--- src/rtl/gain_stage_pkg.sv ---
// Shared types and constants for the pedal input gain stage.
// Holds the FSM state enum, Q8.8 scaling and saturation helpers.
package gain_stage_pkg;

  typedef enum logic [1:0] {
    IDLE = 2'd0,
    MULT = 2'd1,
    SAT  = 2'd2,
    OUT  = 2'd3
  } state_t;

  localparam int GAIN_FRAC = 8;
  localparam int ACC_W     = 32;

  localparam logic [15:0] SAT_MAX = 16'h7FFF;
  localparam logic [15:0] SAT_MIN = 16'h8000;

  // Clamp a full-width scaled value to the 16-bit sample range.
  function automatic logic [15:0] sat16(
    input logic signed [ACC_W-1:0] t
  );
    logic [15:0] r;
    if (t > 32'sd32767) begin
      r = SAT_MAX;
    end else if (t < -32'sd32768) begin
      r = SAT_MIN;
    end else begin
      r = t[15:0];
    end
    return r;
  endfunction

endpackage

--- src/rtl/gain_stage_edge_sync.sv ---
// Two-flop synchronizer plus registered rising-edge detector.
// Ports: clk, rst (async high), async_in, pulse (1-cycle strobe).
module edge_sync (
  input  logic clk,
  input  logic rst,
  input  logic async_in,
  output logic pulse
);

  logic meta;
  logic sync;
  logic prev;
  logic pulse_q;

  always_ff @(posedge clk or posedge rst) begin
    if (rst) begin
      meta    <= 1'b0;
      sync    <= 1'b0;
      prev    <= 1'b0;
      pulse_q <= 1'b0;
    end else begin
      meta    <= async_in;
      sync    <= meta;
      prev    <= sync;
      pulse_q <= sync & ~prev;
    end
  end

  assign pulse = pulse_q;

endmodule

--- src/rtl/gain_stage.sv ---
// Input gain stage: signed sample x unsigned Q8.8 gain, iterative.
// Ports: clk, rst, adc_clock, data_in, gain, bypass, data_out,
//        data_valid, data_ready, busy, overrun.
module gain_stage #(
  parameter int DATA_W    = 16,
  parameter int GAIN_W    = 16,
  parameter int GAIN_FRAC = gain_stage_pkg::GAIN_FRAC
) (
  input  logic              clk,
  input  logic              rst,
  input  logic              adc_clock,
  input  logic [DATA_W-1:0] data_in,
  input  logic [GAIN_W-1:0] gain,
  input  logic              bypass,
  output logic [DATA_W-1:0] data_out,
  output logic              data_valid,
  input  logic              data_ready,
  output logic              busy,
  output logic              overrun
);

  import gain_stage_pkg::*;

  localparam int CNT_W = $clog2(GAIN_W);

  logic              strobe;
  state_t            state;
  state_t            state_nx;
  logic [DATA_W-1:0] smp_q;
  logic [GAIN_W-1:0] gain_q;
  logic [ACC_W-1:0]  acc;
  logic [ACC_W-1:0]  addend;
  logic [CNT_W-1:0]  cnt;
  logic [DATA_W-1:0] dout_q;
  logic              last_bit;

  edge_sync u_sync (
    .clk      (clk),
    .rst      (rst),
    .async_in (adc_clock),
    .pulse    (strobe)
  );

  assign last_bit = (cnt == CNT_W'(GAIN_W - 1));

  // Partial product for the current gain bit.
  assign addend =
    {{(ACC_W-DATA_W){smp_q[DATA_W-1]}}, smp_q} << cnt;

  always_comb begin
    state_nx = state;
    unique case (state)
      IDLE: begin
        if (strobe) begin
          state_nx = bypass ? OUT : MULT;
        end
      end
      MULT: begin
        if (last_bit) begin
          state_nx = SAT;
        end
      end
      SAT: begin
        state_nx = OUT;
      end
      OUT: begin
        if (data_ready) begin
          state_nx = IDLE;
        end
      end
      default: begin
        state_nx = IDLE;
      end
    endcase
  end

  always_ff @(posedge clk or posedge rst) begin
    if (rst) begin
      state <= IDLE;
    end else begin
      state <= state_nx;
    end
  end

  always_ff @(posedge clk or posedge rst) begin
    if (rst) begin
      smp_q  <= '0;
      gain_q <= '0;
      acc    <= '0;
      cnt    <= '0;
      dout_q <= '0;
    end else begin
      unique case (state)
        IDLE: begin
          if (strobe) begin
            smp_q  <= data_in;
            gain_q <= gain;
            acc    <= '0;
            cnt    <= '0;
            // Bypass skips the multiplier entirely.
            if (bypass) begin
              dout_q <= data_in;
            end
          end
        end
        MULT: begin
          if (gain_q[cnt]) begin
            acc <= acc + addend;
          end
          cnt <= cnt + 1'b1;
        end
        SAT: begin
          dout_q <= sat16($signed(acc) >>> GAIN_FRAC);
        end
        OUT: begin
        end
        default: begin
        end
      endcase
    end
  end

  assign data_out   = dout_q;
  assign data_valid = (state == OUT);
  assign busy       = (state != IDLE);
  // Strobe outside IDLE is dropped; in-flight work is untouched.
  assign overrun    = strobe & (state != IDLE);

endmodule

--- config.mk ---
export PLATFORM = sky130hd
export DESIGN_NAME = gain_stage
export DESIGN_NICKNAME = d
export VERILOG_FILES = /design/src/rtl/gain_stage_pkg.sv /design/src/rtl/gain_stage_edge_sync.sv /design/src/rtl/gain_stage.sv
export SDC_FILE = /design/constraint.sdc
export NUM_CORES = 1
export LEC_CHECK = 0
export ABC_AREA = 1
export ABC_CLOCK_PERIOD_IN_PS = 6480
export CORE_ASPECT_RATIO = 0.8
export CORE_MARGIN = 8
export CORE_UTILIZATION = 65
export DETAILED_ROUTE_END_ITERATION = 12
export PLACE_DENSITY = 0.86
export SLEW_MARGIN = 30
export SYNTH_ARGS = -nofsm -noshare
export SYNTH_HDL_FRONTEND = slang
export SYNTH_SLANG_ARGS = --single-unit
--- constraint.sdc ---
create_clock -name clk -period 6.48 [get_ports clk]
set_input_delay 1.296 -clock clk [delete_from_list [all_inputs] [get_ports clk]]
set_output_delay 1.296 -clock clk [all_outputs]
set_load 0.01 [all_outputs]
==> impl_metrics.toml <==
[finish]
fill_cells = 922
drive_above_1_share_pct = 5.65
areaGrowthSynthToFinish_pct = 12.0
antennaDiodeCount = 0
nNetsFinal = 1255

[setup_path]
end_kind = "flop"
cp.required_ns = 6.72
critPathKind = "reg2reg"
cp_max_fo = 28
startpoint_type = "flop"
cp.arrival_ns = 4.07

[global_routing]
grt-busiest-layer = "met2"
use_met2_pct = 40.6
gr-total-overflow = 0
use_met1_pct = 38.9
grt_max_degree = 50
grt.total_usage_pct = 27.3
grt_pass1_vias = 6689
grt_pass1_wl_mm = 33.0
use_met3_pct = 5.66
antenna_found_initial = 0

[timing]
timing.hold.ws_ns = 0.354
fin_skew_ns = 0.0109
setup_viol = 0
max_freq_mhz = 261
maxSlewHeadroom_pct = 35.1
period_minus_slack_ns = 3.83
finalSetupTns_ns = 0
fin_crit_sh_pct = 59.1
finalHoldViolCount = 0
finalWorstSetupSlack_ns = 2.65
rsz0062_at_grt = "false"
slew_viol_final = 0
tightest_slew_ns = 0.970

[floorplanning]
ios = 56
die_y_um = 111
core_um2 = 10900
initial_core_util_pct = 66.8
die_w_um = 134
fp-row-count = 34
dieArea_um2 = 14900

[worst_hold_path]
hold_class = "reg2reg"

[routing]
drt_iter0_drc = 723
drcViolationCount = 0
via_count = 7250
postRouteWirelength_mm = 20.3
vias_per_cell = 5.45
drtAntennaViolNets = 0
wl_per_cell_um = 15.2
first_pass_iters = 8

[clock_tree]
cts_setup_buffers = 0
clockBufferDepth = 2
htreeDepth = 3
clock_latency_ns = 0.34
path_clk_slew_ns = 0.07
hold_buffers = 0
tritoncts = "yes"
clockRootBuffer = "clkbuf_16"
clock_sinks = 90
cts_resized = 0
cts_buffers = 9

[job]
max_cap_viol_count = 0

[logic_synthesis]
synth_commonest_cells = "nand2_1, inv_1, dfrtp_1"
synth-seq-cells = 90
async_flop_share_pct = 100
avgSynthCellArea_um2 = 6.36
yosys.area.top_type = "dfrtp_1"
postSynthCellCount = 1145
netlist.area_leader.share_pct = 30.9
synth_edf_count = 0
synth_top_flop_cell = "dfrtp_1"
syn-num-nets = 1219
synth_warnings = 0
synth_cell_types = 39
yosysSeqAreaShare_pct = 30.9
syn_area_um2 = 7280
yosysMostFrequentCell = "nand2_1"
synth_area_leaders = "dfrtp_1, nand2_1, inv_1"

[placement]
io_buffers = 55
hpwl_mm = 15.5
gp_congestion = 0.937
dp_slack_ns = 2.89

[outcome]
status = "complete, no violations"
==> path summary, 6_finish.rpt <==
kind / startpoint / to / slack [ns] / cells past startpoint
worst min register to register: u_sync.meta / u_sync.sync / 0.35 / 0
min in group asynchronous: rst / smp_q[7] / 1.40 / 2
max in group asynchronous: rst / state[1] / 3.99 / 3
worst max register to register: cnt[0] / acc[30] / 2.65 / 18
worst max-delay path: cnt[0] / acc[30] / 2.65 / 18
worst min-delay path: u_sync.meta / u_sync.sync / 0.35 / 0
==> cell usage in the layout, fill, tap and decap left out, drive strengths merged, types with 10 or more instances in the layout <==
| cell | netlist | routed |
|---|---|---|
| inv | 187 | 189 |
| xor2 | 14 | 14 |
| ha | 36 | 36 |
| clkbuf | 16 | 10 |
| nand2 | 463 | 463 |
| dfrtp | 90 | 90 |
| nor2 | 84 | 84 |
| mux2 | 20 | 20 |
| o21ai | 59 | 59 |
| a21oi | 68 | 68 |
| nand3 | 54 | 54 |
| clkdlybuf4s50 | 0 | 55 |
==> state kept, by name (all words and copies together) (netlist names) <==
signal / flops
u_sync.meta: 1
acc: 32
cnt: 4
u_sync.prev: 1
state: 2
data_out: 16
u_sync.pulse: 1
u_sync.sync: 1
smp_q: 16
gain_q: 16
==> layout make-up <==
cell class	instances	area [um^2]	share of cell area [%]
Multi-Input combinational cell	834	4110	50.5
Sequential cell	90	2250	27.6
Inverter	188	712	8.73
Timing Repair Buffer	58	593	7.27
Clock buffer	10	229	2.81
Tap cell	144	180	2.21
Clock inverter	6	72.6	0.890
==> per-stage QoR <==
step,instance area [um^2],util (%),instances
2_1_floorplan,7280,-,1145
3_3_place_gp,7820,71.8,1313
3_5_place_dp,7820,71.8,1313
4_1_cts,8130,74.6,1329
5_1_grt,8150,74.9,1330
6_report,8150,74.9,1330
==> critical path: stages (launching register included) <==
cell and delay (ns):
dfrtp_1 0.95, inv_6 0.19, o21ai_0 0.30, nand2_1 0.07, o21ai_0 0.15, nand2_1 0.11
o21ai_0 0.18, o21ai_0 0.24, ha_1 0.49, nand2_1 0.09, inv_1 0.08, nand2_1 0.11
nor3_1 0.29, and2_1 0.18, nand2_1 0.06, nand2_1 0.07, nand2_1 0.05, nand3_1 0.07
nand2_1 0.05
==> kinds of logic after synthesis <==
kind of cell | count (synthesis) | synth area share [%]
AO/OA/AOI/OAI | 136 | 9.78
XOR/XNOR | 14 | 1.68
adder cells (fa/ha/maj) | 37 | 6.46
buffers and inverters | 221 | 12.6
flip-flops | 90 | 30.9
multiplexers | 21 | 3.23
AND/OR/NAND/NOR | 626 | 35.3
==> routing by layer <==
layer	share of wire [%]	wire [um]	vias up
li1	-	-	3604
met1	46	9240	3279
met2	43	8740	335
met3	9.1	1850	32
met4	2.2	438	0
met5	0	0	-
Power is left out: the tool's default activity adds up to more than one toggle a clock period on the data nets, which glitch-free logic cannot reach.
